<file path="config.mk">
export PLATFORM = sky130hd
export DESIGN_NAME = apuf_arbiter_sampler_flat
export DESIGN_NICKNAME = d
export VERILOG_FILES = /design/src/rtl/apuf_arbiter_sampler_if.sv /design/src/rtl/apuf_arbiter_sampler.sv /design/src/flat_wrapper.sv
export SDC_FILE = /design/constraint.sdc
export NUM_CORES = 1
export LEC_CHECK = 0
export ABC_AREA = 1
export BUFFER_PORTS_ARGS = -buffer_cell sky130_fd_sc_hd__clkbuf_2
export CAP_MARGIN = 20
export CORE_MARGIN = 5
export CORE_UTILIZATION = 44
export CTS_BUF_LIST = sky130_fd_sc_hd__clkbuf_4 sky130_fd_sc_hd__clkbuf_8
export DETAILED_ROUTE_END_ITERATION = 10
export GPL_TIMING_DRIVEN = 1
export PLACE_DENSITY = 0.77
export SKIP_LAST_GASP = 1
export SLEW_MARGIN = 20
export SYNTH_ARGS = -nofsm -noshare
export SYNTH_HDL_FRONTEND = slang
export SYNTH_SLANG_ARGS = --single-unit
</file>
<file path="constraint.sdc">
create_clock -name clk -period 1.3 [get_ports clk]
set_input_delay 0.26 -clock clk [delete_from_list [all_inputs] [get_ports clk]]
set_output_delay 0.26 -clock clk [all_outputs]
set_load 0.05 [all_outputs]
</file>
<file path="src/rtl/apuf_arbiter_sampler_if.sv">
// rtl/apuf_arbiter_sampler_if.sv - challenge/response and delay-chain signal bundle for the arbiter-PUF sampler
interface apuf_arbiter_sampler_if #(
  parameter int STAGES = 64,
  parameter int CW     = 3
);
  // challenge side
  logic [STAGES-1:0] chal_in;
  logic              chal_valid;
  logic              chal_ready;

  // delay-chain side
  logic [STAGES-1:0] chal_out;
  logic              launch;
  logic              arb_clr;
  logic              arb_in;

  // response side
  logic              resp_out;
  logic [CW-1:0]     resp_conf;
  logic              resp_valid;
  logic              resp_ready;

  logic              busy;

  // environment / stimulus side
  modport master (
    output chal_in, chal_valid, arb_in, resp_ready,
    input  chal_ready, chal_out, launch, arb_clr,
           resp_out, resp_conf, resp_valid, busy
  );

  // sampler side
  modport slave (
    input  chal_in, chal_valid, arb_in, resp_ready,
    output chal_ready, chal_out, launch, arb_clr,
           resp_out, resp_conf, resp_valid, busy
  );
endinterface

</file>
<file path="src/rtl/apuf_arbiter_sampler.sv">
// rtl/apuf_arbiter_sampler.sv - arbiter-PUF challenge sequencer with majority-voted response
module apuf_arbiter_sampler #(
  parameter int STAGES = 64,
  parameter int SETTLE = 16,
  parameter int VOTES  = 7,
  parameter int CW     = $clog2(VOTES + 1)
) (
  input  logic                  clk,
  input  logic                  rst_n,
  apuf_arbiter_sampler_if.slave bus
);

  localparam int PW = $clog2(SETTLE + 1);
  localparam logic [PW-1:0] PH_LAST = PW'(SETTLE - 1);
  localparam logic [CW-1:0] VOTES_C = CW'(VOTES);
  localparam logic [CW-1:0] HALF_C  = CW'(VOTES / 2);

  typedef enum logic [2:0] {
    S_IDLE,
    S_CLEAR,
    S_FIRE,
    S_SAMPLE,
    S_DONE
  } state_t;

  state_t            r_state;
  logic [PW-1:0]     r_phase;
  logic [CW-1:0]     r_ones;
  logic [CW-1:0]     r_trial;
  logic [STAGES-1:0] r_chal;
  logic              r_launch;
  logic              r_clr;
  logic              r_resp;
  logic [CW-1:0]     r_conf;
  logic              r_valid;
  logic              r_sync1;
  logic              r_sync2;

  logic [CW-1:0]     w_ones_next;
  logic [CW-1:0]     w_trial_next;

  // vote and trial counts as they will be after the current sample is folded in
  assign w_ones_next  = r_ones + CW'(r_sync2);
  assign w_trial_next = r_trial + CW'(1);

  // arb_in is launched by the chain, not by clk: two flops tame metastability before any decision uses it
  always_ff @(posedge clk) begin
    if (!rst_n) begin
      r_sync1 <= 1'b0;
      r_sync2 <= 1'b0;
    end else begin
      r_sync1 <= bus.arb_in;
      r_sync2 <= r_sync1;
    end
  end

  // trial sequencer: clear the arbiter, launch the edge, sample, repeat VOTES times, then hand back the vote
  always_ff @(posedge clk) begin
    if (!rst_n) begin
      r_state  <= S_IDLE;
      r_phase  <= '0;
      r_ones   <= '0;
      r_trial  <= '0;
      r_chal   <= '0;
      r_launch <= 1'b0;
      r_clr    <= 1'b0;
      r_resp   <= 1'b0;
      r_conf   <= '0;
      r_valid  <= 1'b0;
    end else begin
      case (r_state)
        S_IDLE: begin
          if (bus.chal_valid) begin
            r_chal  <= bus.chal_in;
            r_ones  <= '0;
            r_trial <= '0;
            r_phase <= '0;
            r_clr   <= 1'b1;
            r_state <= S_CLEAR;
          end
        end
        S_CLEAR: begin
          if (r_phase == PH_LAST) begin
            r_phase  <= '0;
            r_clr    <= 1'b0;
            r_launch <= 1'b1;
            r_state  <= S_FIRE;
          end else begin
            r_phase <= r_phase + PW'(1);
          end
        end
        S_FIRE: begin
          // launch stays high through SAMPLE so the edge is still in flight while the decision is read
          if (r_phase == PH_LAST) begin
            r_phase <= '0;
            r_state <= S_SAMPLE;
          end else begin
            r_phase <= r_phase + PW'(1);
          end
        end
        S_SAMPLE: begin
          r_ones   <= w_ones_next;
          r_trial  <= w_trial_next;
          r_launch <= 1'b0;
          if (w_trial_next == VOTES_C) begin
            r_valid <= 1'b1;
            r_resp  <= (w_ones_next > HALF_C);
            r_conf  <= w_ones_next;
            r_state <= S_DONE;
          end else begin
            r_clr   <= 1'b1;
            r_state <= S_CLEAR;
          end
        end
        S_DONE: begin
          if (bus.resp_ready) begin
            r_valid <= 1'b0;
            r_state <= S_IDLE;
          end
        end
        default: begin
          r_state  <= S_IDLE;
          r_launch <= 1'b0;
          r_clr    <= 1'b0;
          r_valid  <= 1'b0;
        end
      endcase
    end
  end

  assign bus.chal_ready = (r_state == S_IDLE);
  assign bus.busy       = (r_state != S_IDLE);
  assign bus.chal_out   = r_chal;
  assign bus.launch     = r_launch;
  assign bus.arb_clr    = r_clr;
  assign bus.resp_out   = r_resp;
  assign bus.resp_conf  = r_conf;
  assign bus.resp_valid = r_valid;

endmodule

</file>
<file path="src/flat_wrapper.sv">
// flat-port wrapper written by rule: the top's interface ports become plain ports
module apuf_arbiter_sampler_flat 
#(
  parameter int STAGES = 64,
  parameter int SETTLE = 16,
  parameter int VOTES  = 7,
  parameter int CW     = $clog2(VOTES + 1)
)
  (clk, rst_n, bus_chal_in, bus_chal_valid, bus_arb_in, bus_resp_ready, bus_chal_ready, bus_chal_out, bus_launch, bus_arb_clr, bus_resp_out, bus_resp_conf, bus_resp_valid, bus_busy);
  apuf_arbiter_sampler_if #(.STAGES(STAGES), .CW(CW)) bus_i ();
  input  logic clk;
  input  logic rst_n;
  input wire logic [$bits(bus_i.chal_in)-1:0] bus_chal_in;
  input wire logic [$bits(bus_i.chal_valid)-1:0] bus_chal_valid;
  input wire logic [$bits(bus_i.arb_in)-1:0] bus_arb_in;
  input wire logic [$bits(bus_i.resp_ready)-1:0] bus_resp_ready;
  output wire logic [$bits(bus_i.chal_ready)-1:0] bus_chal_ready;
  output wire logic [$bits(bus_i.chal_out)-1:0] bus_chal_out;
  output wire logic [$bits(bus_i.launch)-1:0] bus_launch;
  output wire logic [$bits(bus_i.arb_clr)-1:0] bus_arb_clr;
  output wire logic [$bits(bus_i.resp_out)-1:0] bus_resp_out;
  output wire logic [$bits(bus_i.resp_conf)-1:0] bus_resp_conf;
  output wire logic [$bits(bus_i.resp_valid)-1:0] bus_resp_valid;
  output wire logic [$bits(bus_i.busy)-1:0] bus_busy;
  assign bus_i.chal_in = bus_chal_in;
  assign bus_i.chal_valid = bus_chal_valid;
  assign bus_i.arb_in = bus_arb_in;
  assign bus_i.resp_ready = bus_resp_ready;
  assign bus_chal_ready = bus_i.chal_ready;
  assign bus_chal_out = bus_i.chal_out;
  assign bus_launch = bus_i.launch;
  assign bus_arb_clr = bus_i.arb_clr;
  assign bus_resp_out = bus_i.resp_out;
  assign bus_resp_conf = bus_i.resp_conf;
  assign bus_resp_valid = bus_i.resp_valid;
  assign bus_busy = bus_i.busy;
  apuf_arbiter_sampler #(.STAGES(STAGES), .SETTLE(SETTLE), .VOTES(VOTES), .CW(CW)) u_core (.clk(clk), .rst_n(rst_n), .bus(bus_i));
endmodule
</file>
# Word-level counts from Yosys, hierarchy flattened
# Index checks and enable logic that the tools add are counted.
dict set report classes {
  div_mod_pow 0
  bitwise_logic 3
  n_reduce_logical 16
  add_sub_neg 3
  n_shift 0
  eq_ne 12
  order_cmp 1
  mux 21
  mul 0
}
# op count
set ops {}
lappend ops {{3-bit 2-to-1 mux} 6}
lappend ops {{3-bit case mux with 5 select lines} 1}
lappend ops {{3-bit case mux with 2 select lines} 2}
lappend ops {{5-bit 2-to-1 mux} 2}
lappend ops {{5-bit case mux with 2 select lines} 1}
lappend ops {{2-bit AND reduction} 5}
lappend ops {{4-bit AND reduction} 2}
lappend ops {{3-bit by 2-bit equality test with 1-bit output, second input constant} 2}
lappend ops {{3-bit equality test, second input constant} 2}
lappend ops {{1-bit 2-to-1 mux} 6}
lappend ops {{2-bit by 1-bit inequality test with 1-bit output, second input constant} 3}
lappend ops {{2-bit inequality test, second input constant} 3}
lappend ops {{3-bit OR reduction} 2}
lappend ops {{5-bit by 1-bit adder with 5-bit output, second input constant} 1}
lappend ops {{5-bit by 4-bit equality test with 1-bit output, second input constant} 1}
lappend ops {{1-bit case mux with 4 select lines} 1}
lappend ops {{2-bit nonzero test} 2}
lappend ops {{2-bit OR reduction} 2}
lappend ops {{3-bit by 1-bit adder with 3-bit output} 1}
lappend ops {{3-bit by 1-bit adder with 3-bit output, second input constant} 1}
lappend ops {{3-bit by 1-bit equality test with 1-bit output, second input constant} 1}
lappend ops {{3-bit by 2-bit > comparator with 1-bit output, second input constant} 1}
lappend ops {{3-bit logical NOT} 1}
lappend ops {{1-bit NOT} 3}
lappend ops {{4 further kinds} 4}
dict set report totals {
  reg_bits 87
  out_inout_bits 73
  ramBits 0
  rom_bits 0
  mem_count 0
  inputBits 69
  elab_cells 68
  latchBits 0
}

# Depth between registers and ports, before layout
# Gate-level depths: netlist (run 1).
dict set report logic_depth {
  ltp_word 4
  depth_mapped 9
}

# Worst setup path after synthesis (run 1)
# OpenSTA, ideal clock, no wires.
dict set report synth_path {
  kind {register to register}
  from {register u_core.r_state[2]}
  to {register u_core.r_trial[0]}
  stages_incl_launch_ff 8
  synth_period_minus_slack_ns 1.438
  path_slack_ns -0.138
  arrival_ns 1.322
  path_buffers 0
  path_cell_list {dfxtp_1 > inv_2 > nand2_4 > inv_2 > nand2_1 > nand2_2 > o21ai_0 > inv_1}
}
dict set report synth_between {
  elab_chain_cells 3
  word_cells_on_any_way 6
  classes_between {eq/ne: 2; mux: 1; reduce/logical: 3}
}
# element line
set synth_lines {}
lappend synth_lines {{from (decl)} apuf_arbiter_sampler.sv:26} ;# state_t r_state;
lappend synth_lines {{from (signal assigned)} apuf_arbiter_sampler.sv:60} ;# r_state <= S_IDLE;
lappend synth_lines {{from (signal assigned)} apuf_arbiter_sampler.sv:79} ;# r_state <= S_CLEAR;
lappend synth_lines {{from (signal assigned)} apuf_arbiter_sampler.sv:87} ;# r_state <= S_FIRE;
lappend synth_lines {{3-bit logical NOT *} n/a}
lappend synth_lines {{named net bus_chal_ready} flat_wrapper.sv:17} ;# output wire logic [$bits(bus_i.chal_ready)-1:0] bus_chal_ready;
lappend synth_lines {{2-bit inequality test (no source line) or 2-bit nonzero test (tied branches)} n/a}
lappend synth_lines {{2-bit AND reduction (no source line)} n/a}
lappend synth_lines {{to (signal assigned)} apuf_arbiter_sampler.sv:103} ;# r_trial <= w_trial_next;
lappend synth_lines {{to (decl)} apuf_arbiter_sampler.sv:29} ;# logic [CW-1:0] r_trial;
# The timed path passes the listed nets; every way through them passes the cells marked *.
# A chain may end at the register's enable or synchronous reset.

# Final worst setup path (run 1)
dict set report layout_path {
  from {register u_core.r_state[0]}
  to {register u_core.r_chal[58] (netlist: u_core.bus.chal_out[58])}
}
dict set report layout_between {
  elab_chain_cells 2
}
# element line
set layout_lines {}
lappend layout_lines {{3-bit logical NOT} apuf_arbiter_sampler.sv:71} ;# case (r_state)
lappend layout_lines {{2-bit AND reduction (no source line)} n/a}
lappend layout_lines {{to (signal assigned)} apuf_arbiter_sampler.sv:74} ;# r_chal <= bus.chal_in;
lappend layout_lines {{to (decl)} apuf_arbiter_sampler.sv:30} ;# logic [STAGES-1:0] r_chal;
# No other way between the ends.

==> results of run 1 <==
metal layers:
layer	wire length, µm	vias to the layer above	track usage, %	share of wire (%)
met1	3870	1528	21.0	39
met3	897	20	7.82	9.1
li1	-	1691	-	-
met5	0	-	0	0
met4	237	0	8.41	2.4
met2	4830	138	30.9	49
final timing paths:
| check | depth (start not counted) | slack [ns] | endpoint |
|---|---|---|---|
| worst max register to register | 8 | -0.22 | u_core.bus.chal_out[58] |
| worst min-delay path | 3 | 0.08 | u_core.r_sync1 |
| worst min register to register | 2 | 0.45 | u_core.r_sync2 |
| worst max-delay path | 8 | -0.22 | u_core.bus.chal_out[58] |
per-stage QoR:
stage / setup TNS [ns] / worst slack [ns] / hold slack (ns)
floorplan: 0 / 0.00619 / 0.358
global placement: 0 / 0.0157 / 0.428
detailed placement: -0.300 / -0.0362 / 0.422
CTS: -10.98 / -0.205 / 0.0741
global route: -18.56 / -0.286 / 0.0742
finish: -13.20 / -0.223 / 0.0833
timing repair:
item	CTS	global route
setup buffers	3	8
cloned	1	2
pin swaps	4	15
resized for setup	11	50
setup endpoints to repair	60	98
critical path: stages, from the launching register on:
cell	delay (ns)
dfxtp_4	0.37
nor2_4	0.17
nand2_8	0.08
buf_6	0.13
nor2_4	0.19
inv_4	0.10
buf_12	0.18
nor2_1	0.11
nor2_1	0.05
final cells by class:
class / instances / area share [%]
Tap cell: 102 / 2.70
Clock buffer: 10 / 2.91
Sequential cell: 87 / 37.1
Timing Repair Buffer: 171 / 21.9
Multi-Input combinational cell: 300 / 31.7
Clock inverter: 5 / 1.72
Inverter: 23 / 1.98
kinds of logic (layout without fill, tap and decap cells):
group	count (synthesis)	in the layout	share of synthesized area, %
xor gates and xnor gates	2	2	0.520
adders and majority gates	5	5	1.86
DFF	87	87	51.7
AOI/OAI and AO/OA	85	85	12.6
buffers and inverters	45	209	7.76
and+or+nand+nor	208	208	25.6
flip-flops by register name (all words and copies together) (netlist names), 3 cells and up:
signal,cells
u_core.r_ones,3
u_core.bus.resp_conf,3
u_core.r_state,3
u_core.r_trial,3
u_core.bus.chal_out,64
u_core.r_phase,5
cell usage in the layout, fill, tap and decap left out, types with 2 or more instances in the layout:
master / count
o21ai_0: 50
nor2_2: 4
dfxtp_4: 3
a21oi_2: 2
nor2_4: 5
clkbuf_2: 128
clkbuf_8: 10
dfxtp_2: 2
nand4_1: 2
nand2_2: 5
buf_4: 20
buf_6: 5
inv_2: 3
buf_12: 3
nand2_1: 40
nand2_4: 4
dfxtp_1: 82
ha_1: 3
bufinv_16: 2
nor2_1: 133
nand3_2: 2
nand3_1: 5
nand3_4: 4
inv_1: 18
buf_2: 11
a21oi_1: 17
o21ai_1: 16
power groups by stage:
| stage | clock network [µW] | logic [µW] | registers (µW) |
|---|---|---|---|
| after floorplan | 0 | 2050 | 5740 |
| after global placement | 0 | 5260 | 3700 |
| after detailed placement | 0 | 5350 | 3730 |
| after CTS | 2150 | 5640 | 3700 |
| after global routing | 2280 | 6550 | 3800 |
| final | 2110 | 6140 | 3730 |
==> flow_summary_export.csv, run 1 <==
group,metric,value,unit
status,outcome,"complete, but fails checks",
status,violations,"setup timing",
floorplan,fp-row-count,32,
logic_synthesis,synth_area,0.00337,mm²
route,wl_per_cell,14.1,µm
cts,cts_tree,"done",
layout,final_area,0.00473,mm²
route,viasPerCell,4.84,
sta,max_slew_margin,73.6,%
logic_synthesis,yosysTopAreaCellShare,51.7,%
sta,fin_skew,0.00857,ns
setup_path,startpoint,"u_core.r_state[0]",
logic_synthesis,synthCells,432,
floorplan,ioPinCount,142,
setup_path,worst-setup-path-type,"reg2reg",
pwr,p_leak,0.00235,µW
route,drtAntennaViolNets,0,
route,drt-initial-drc-count,157,
logic_synthesis,synth.largest_area_cell,"dfxtp_1",
cts,htreeDepth,3,
layout,antennaDiodeCount,0,
route,vias,3377,
sta,setup_ws,-0.223,ns
sta,slew_viol_final,0,
pwr,p_int,6330,µW
grt,grt_antenna_before_repair,0,
pwr,comb_power_share,51.3,%
logic_synthesis,yosysSeqAreaShare,51.7,%
sta,finalCritPeriodShare,117,%
pwr,swShare,47.1,%
grt,grt_pass1_wl,14700,µm
logic_synthesis,synth_common_cells,"138 x nor2_1, 87 x dfxtp_1, 51 x o21ai_0, 46 x nand2_1, 20 x inv_1",
layout,multi_input_area,0.00150,mm²
grt,grt_remaining_overflow,0,
placement,io_buffers,141,
sta,fmax,657,MHz
layout,drive_gt1_share,37.9,%
layout,fin_util,62.2,%
route,firstDrtPassIters,4,
logic_synthesis,yosysMostFrequentCell,"nor2_1",
logic_synthesis,synth.distinct_cells,23,
setup_path,cp.arrival,1.76,ns
grt,track_usage,18.7,%
sta,hold_viol,0,
setup_path,critPathCaptureType,"register",
cts,numCtsBuffers,9,
pwr,power_frac_seq,31.1,%
pwr,ir_drop,0.00152,V
logic_synthesis,synth.area.top_cells,"dfxtp_1 52%, nor2_1 15%, o21ai_0 7.6%, nand2_1 5.1%, buf_6 4.0%",
cts,worstSkewPairLatency,0.35,ns
floorplan,die_x,97.5,µm
logic_synthesis,async_flop_share,0,%
pwr,netSwitchingPower,5640,µW
placement,place_area,0.00420,mm²
worst_hold_path,hold_path_class,"in2reg",
floorplan,placeableCoreArea,0.00761,mm²
worst_hold_path,worstHoldStart,"bus_arb_in",
cts,cts_root_buf,"clkbuf_8",
sta,setup_viol,73,
pwr,clockPowerShare,17.6,%
setup_path,required,1.54,ns
cts,clkTransAtPathRegs,0.09,ns
logic_synthesis,synthFlopType,"dfxtp_1",
placement,hpwl,6380,µm
setup_path,crit_fanout,37,
layout,final_cells,698,
logic_synthesis,synth-warning-count,0,
placement,dp_cells,669,
logic_synthesis,synth_edf_count,0,
layout,area_growth,40.5,%
logic_synthesis,ys_ff_latch,87,
setup_path,r2r_start,"u_core.r_state[0]",
route,wl,9840,µm
floorplan,die_h,97.5,µm
floorplan,dieArea,0.00951,mm²
floorplan,initial_core_util,44.3,%
sta,tightest_slew,0.396,ns
grt,grt_pass1_vias,3234,
job,drv_cap,0,
pwr,p_total,12000,µW
grt,grt_max_degree,62,
placement,gp_congestion,0.853,
sta,rsz0062_at_grt,"true",
cts,cts.hold.buffers_added,0,
route,drc,0,
logic_synthesis,syn_avg_cell_area,7.80,µm²
setup_path,critical_path.startpoint_type,"register",
sta,period_minus_slack,1.52,ns
cts,cts.sinks,87,
layout,layout.nets,666,
cts,cts_buffer_depth,2,
layout,seq_area,0.00176,mm²
pwr,power_density,2530,mW/mm²
logic_synthesis,synth.net_count,506,
layout,nFillCells,657,
Note: power is estimated with default switching activity, not from simulation.
==> inputs of run 2 (changes only) <==
--- a/config.mk
+++ b/config.mk
@@ -14,6 +14,7 @@
 export DETAILED_ROUTE_END_ITERATION = 10
 export GPL_TIMING_DRIVEN = 1
 export PLACE_DENSITY = 0.77
+export SETUP_SLACK_MARGIN = 0.15
 export SKIP_LAST_GASP = 1
 export SLEW_MARGIN = 20
 export SYNTH_ARGS = -nofsm -noshare
==> run 2 against run 1 <==
The flow still finishes with violations (setup timing). Combinational power grew 61%. Design area grew 37%. Worst setup slack lost 0.15 ns. Critical path depth grew 2. Non-clock buffer count rose by 46. Critical endpoint is now u_core.r_phase[4]. Largest cell class is now buffers.
==> flow_summary_export.csv, run 2 (synthesis gave the netlist of run 1 again) <==
group,metric,value,unit
layout,largest_reg_flops,64,
floorplan,ioPinCount,142,
pwr,power_density,2450,mW/mm²
setup_path,critical_path.startpoint_type,"register",
floorplan,placeableCoreArea,0.00761,mm²
route,vias,4139,
floorplan,die_h,97.5,µm
cts,worstSkewPairLatency,0.37,ns
sta,holdWs,0.0940,ns
setup_path,critPathCaptureType,"register",
sta,setup_ws,-0.375,ns
route,drt-initial-drc-count,262,
setup_path,crit_fanout,7,
floorplan,dieArea,0.00951,mm²
cts,cts.hold.buffers_added,0,
grt,track_usage,24.9,%
grt,grt_pass1_wl,19300,µm
setup_path,required,1.55,ns
layout,nFillCells,336,
job,drv_cap,0,
layout,final_cells,745,
cts,clkTransAtPathRegs,0.10,ns
layout,final_area,0.00651,mm²
layout,drive_gt1_share,63.9,%
floorplan,die_x,97.5,µm
floorplan,fp-row-count,32,
grt,grt_max_degree,53,
status,outcome,"complete, but fails checks",
layout,final_common_cell,"nor2_1",
route,drtAntennaViolNets,0,
layout,area_growth,93.1,%
sta,period_minus_slack,1.68,ns
cts,cts_buffer_depth,2,
layout,layout.nets,712,
sta,setup_viol,87,
sta,tightest_slew,0.374,ns
floorplan,initial_core_util,44.3,%
grt,grt_remaining_overflow,0,
cts,htreeDepth,3,
placement,dp_cells,666,
route,firstDrtPassIters,5,
sta,max_slew_margin,75.0,%
cts,cts.sinks,87,
route,drc,0,
worst_hold_path,hold_path_class,"in2reg",
route,wl,16300,µm
status,violations,"setup timing",
placement,hpwl,6240,µm
sta,rsz0062_at_grt,"true",
route,wl_per_cell,21.9,µm
pwr,ir_drop,0.00155,V
pwr,p_leak,0.00294,µW
setup_path,worst-setup-path-type,"reg2reg",
sta,fmax,597,MHz
sta,hold_viol,0,
cts,cts_root_buf,"clkbuf_8",
sta,finalCritPeriodShare,129,%
sta,slew_viol_final,0,
placement,io_buffers,141,
route,viasPerCell,5.56,
cts,cts_tree,"done",
layout,mostFrequentLayoutCells,"125 x nor2_1, 68 x clkbuf_2, 67 x buf_8",
grt,grt_pass1_vias,3978,
placement,gp_congestion,0.810,
setup_path,cp.arrival,1.92,ns
layout,antennaDiodeCount,0,
placement,dp_worst_setup_slack,0.00357,ns
placement,place_area,0.00421,mm²
sta,fin_skew,0.0139,ns
grt,grt_antenna_before_repair,0,
cts,numCtsBuffers,9,
run 2: cell count changes in the layout (fill, tap and decap cells not counted), moves of 14 or more:
cell      before  now
dfxtp_4        3   17
clkbuf_2     128   68
buf_8          1   67
dfxtp_1       82    9
dfxtp_2        2   61
o21ai_0       50   18
buf_4         20   43
o21ai_2        0   26
run 2: timing repair:
| item | 4_1_cts | 5_1_grt |
|---|---|---|
| setup buffers | 20 | 34 |
| gates cloned | 8 | 1 |
| resized for setup | 278 | 196 |
| setup endpoints to repair | 157 | 157 |
| pin swaps | 24 | 54 |
run 2: final timing paths:
kind	cells past startpoint	from	slack, ns	end
max	10	u_core.r_state[2]	-0.38	u_core.r_phase[4]
min	3	bus_chal_in[46]	0.09	u_core.bus.chal_out[46]
max reg2reg	10	u_core.r_state[2]	-0.38	u_core.r_phase[4]
min reg2reg	2	u_core.r_ones[0]	0.48	u_core.r_ones[0]
run 2: critical path, cell delays in order, from the launching register on:
cell and delay [ns]:
dfxtp_4 0.36, inv_2 0.19, nand2_8 0.08, buf_6 0.13, nor2_4 0.16, buf_12 0.17
buf_12 0.11, buf_8 0.10, nor2_4 0.04, a21oi_2 0.16, nor3_2 0.06
run 2: cell type report:
cell class / instances / area (µm²) / area share [%]
clock buffers: 11 / 145 / 2.23
clock inverters: 5 / 41.3 / 0.634
inverters: 23 / 101 / 1.56
multi-input cells: 300 / 1800 / 27.6
flip-flops and latches: 87 / 1880 / 28.9
well taps: 102 / 128 / 1.96
repair buffers: 217 / 2410 / 37.1
run 2: power breakdown:
group	internal (µW)	switching, µW	total, µW
combinational	4420	5440	9860
sequential	3500	734	4230
clock	788	1090	1880
total	8710	7260	16000
run 2: stage by stage:
stage / TNS (ns) / util (%) / power (µW)
floorplan: 0 / - / 7830
global placement: 0 / 55.3 / 8960
detailed placement: 0 / 55.3 / 9060
CTS: -10.90 / 75.4 / 13600
global route: -25.55 / 85.5 / 16500
finish: -21.98 / 85.5 / 16000
run 2: routing by layer:
metal,up-vias,wire length [µm],GRT usage [%]
met5,-,0,0
met4,0,1020,7.67
met3,90,1480,8.54
met2,306,8400,46.1
met1,1957,5430,26.5
li1,1786,-,-
==> inputs of run 3 (changes only) <==
--- a/config.mk
+++ b/config.mk
@@ -9,11 +9,10 @@
 export BUFFER_PORTS_ARGS = -buffer_cell sky130_fd_sc_hd__clkbuf_2
 export CAP_MARGIN = 20
 export CORE_MARGIN = 5
-export CORE_UTILIZATION = 44
+export CORE_UTILIZATION = 35
 export CTS_BUF_LIST = sky130_fd_sc_hd__clkbuf_4 sky130_fd_sc_hd__clkbuf_8
 export DETAILED_ROUTE_END_ITERATION = 10
 export GPL_TIMING_DRIVEN = 1
-export PLACE_DENSITY = 0.77
 export SETUP_SLACK_MARGIN = 0.15
 export SKIP_LAST_GASP = 1
 export SLEW_MARGIN = 20
==> constraint.sdc (replaced) <==
create_clock -name clk -period 1.4 [get_ports clk]
set_input_delay 0.28 -clock clk [delete_from_list [all_inputs] [get_ports clk]]
set_output_delay 0.28 -clock clk [all_outputs]
set_load 0.05 [all_outputs]
==> run 3 against run 2 <==
The run still ends with setup timing left. Combinational power fell by 18%. Maximum frequency increased by 11%. Hold slack gained 0.024 ns. Cell count grew 0.13%. Flip-flop and latch count stayed put. Critical path type unchanged. Clock power increased by 6%. Wire length shrank 33%. Largest power group unchanged. Non-clock buffer count decreased by 27. Clock skew is 0.0048 ns lower. Design area decreased by 8.4%. Worst setup slack gained 0.27 ns.
==> flow_summary_export.csv, run 3 (synthesis gave the netlist of run 1 again) <==
group,metric,value,unit
floorplan,placeableCoreArea,0.00933,mm²
setup_path,rr_worst_depth,9,
sta,fin_skew,0.00912,ns
setup_path,worst-setup-path-type,"reg2reg",
route,drc,0,
sta,setup_ws,-0.103,ns
route,wl_per_cell,14.6,µm
layout,largest_reg_flops,64,
placement,hpwl,6520,µm
route,viasPerCell,4.70,
setup_path,required,1.65,ns
setup_path,slowest_delay,0.36,ns
layout,antennaDiodeCount,0,
setup_path,cp.arrival,1.75,ns
setup_path,worstPathCellList,"nor2_4 -> nand2_8 -> nor2_4 -> buf_6 -> inv_16 -> buf_12 -> buf_16 -> nor2_4 -> nor2_1",
pwr,ir_drop,0.00122,V
setup_path,timing.critical_path.mode_cell,"nor2_4",
sta,period_minus_slack,1.50,ns
route,drtAntennaViolNets,0,
sta,setup_viol,66,
placement,gp_congestion,0.805,
grt,grt_antenna_before_repair,0,
layout,drive_gt1_share,52.5,%
grt,grt_pass1_wl,17400,µm
layout,final_common_cell,"nor2_1",
layout,area_growth,76.8,%
cts,cts_tree,"done",
setup_path,crit_slowest_cell,"dfxtp_4",
sta,max_slew_margin,76.8,%
pwr,p_leak,0.00268,µW
cts,numCtsBuffers,9,
route,drt-initial-drc-count,84,
placement,dp_cells,693,
floorplan,die_x,108,µm
floorplan,die_h,108,µm
cts,cts_root_buf,"clkbuf_8",
layout,mostFrequentLayoutCells,"90 x nor2_1, 76 x dfxtp_1, 68 x clkbuf_2",
cts,cts.sinks,87,
route,firstDrtPassIters,4,
placement,dp_worst_setup_slack,-0.00320,ns
grt,grt_pass1_vias,3653,
setup_path,crit_fanout,8,
worst_hold_path,hold_path_class,"in2reg",
pwr,power_density,2270,mW/mm²
grt,grt_max_degree,62,
cts,htreeDepth,3,
sta,rsz0062_at_grt,"true",
placement,io_buffers,141,
setup_path,critical_path.startpoint_type,"register",
cts,clkTransAtPathRegs,0.09,ns
setup_path,critPathCaptureType,"register",
sta,finalCritPeriodShare,107,%
setup_path,cp_num_cells,9,
layout,layout.nets,686,
status,violations,"setup timing",
floorplan,ioPinCount,142,
worst_hold_path,whs_path_depth,3,
cts,cts_buffer_depth,2,
sta,tightest_slew,0.348,ns
route,wl,10900,µm
setup_path,cp_top_family,"simple AND/OR/NAND/NOR gates",
layout,final_area,0.00596,mm²
sta,holdWs,0.118,ns
floorplan,fp-row-count,35,
route,vias,3509,
sta,final.setup.tns,-3.26,ns
grt,grt_remaining_overflow,0,
setup_path,critPathBufInv,4,
job,drv_cap,0,
cts,worstSkewPairLatency,0.35,ns
placement,place_area,0.00424,mm²
status,outcome,"complete, but fails checks",
floorplan,initial_core_util,36.1,%
sta,hold_viol,0,
sta,fmax,665,MHz
floorplan,dieArea,0.0117,mm²
sta,slew_viol_final,0,
grt,track_usage,18.7,%
layout,final_cells,746,
[run 3: power breakdown]
part           internal, µW  switching [µW]
clock                  1110             887
sequential             3110             386
combinational          3330            4730
total                  7540            6010
[run 3: worst paths after layout]
check / startpoint / to / slack [ns]
worst min-delay path: bus_arb_in / u_core.r_sync1 / 0.12
worst min register to register: u_core.r_sync1 / u_core.r_sync2 / 0.44
worst max-delay path: u_core.r_state[0] / u_core.bus.chal_out[50] / -0.10
worst max register to register: u_core.r_state[0] / u_core.bus.chal_out[50] / -0.10
[run 3: through the flow]
step | utilization, % | power [µW]
final | 63.9 | 13500
after global routing | 63.9 | 14200
after CTS | 61.0 | 13000
after detailed placement | 45.4 | 8390
after global placement | 45.4 | 8330
after floorplan | - | 7230
[run 3: final cells by class]
class	instances	area [µm²]
Sequential cell	87	1760
Fill cell	767	3370
Tap cell	129	161
Clock buffer	12	153
Clock inverter	4	77.6
Timing Repair Buffer	190	1780
Timing Repair inverter	1	11.3
Multi-Input combinational cell	300	1900
Inverter	23	113
[run 3: what timing repair did]
| item | 4_1_cts | 5_1_grt |
|---|---|---|
| resized for setup | 238 | 91 |
| setup buffers | 18 | 5 |
| setup endpoints to repair | 149 | 117 |
| cloned | 13 | 1 |
| hold buffers | 0 | 0 |
| pin swaps | 44 | 42 |
[run 3: per-layer routing]
metal / wire, µm / up-vias / global-route usage (%)
met1: 4520 / 1621 / 22.4
met4: 174 / 0 / 5.50
met3: 868 / 14 / 7.04
li1: - / 1753 / -
met2: 5340 / 121 / 31.2
met5: 0 / - / 0
[run 3: tightest hold or removal path: cells and delay by family]
| kind | cells | cell delay, ns |
|---|---|---|
| buffers and inverters | 2 | 0.12 |
| and+or+nand+nor | 1 | 0.04 |
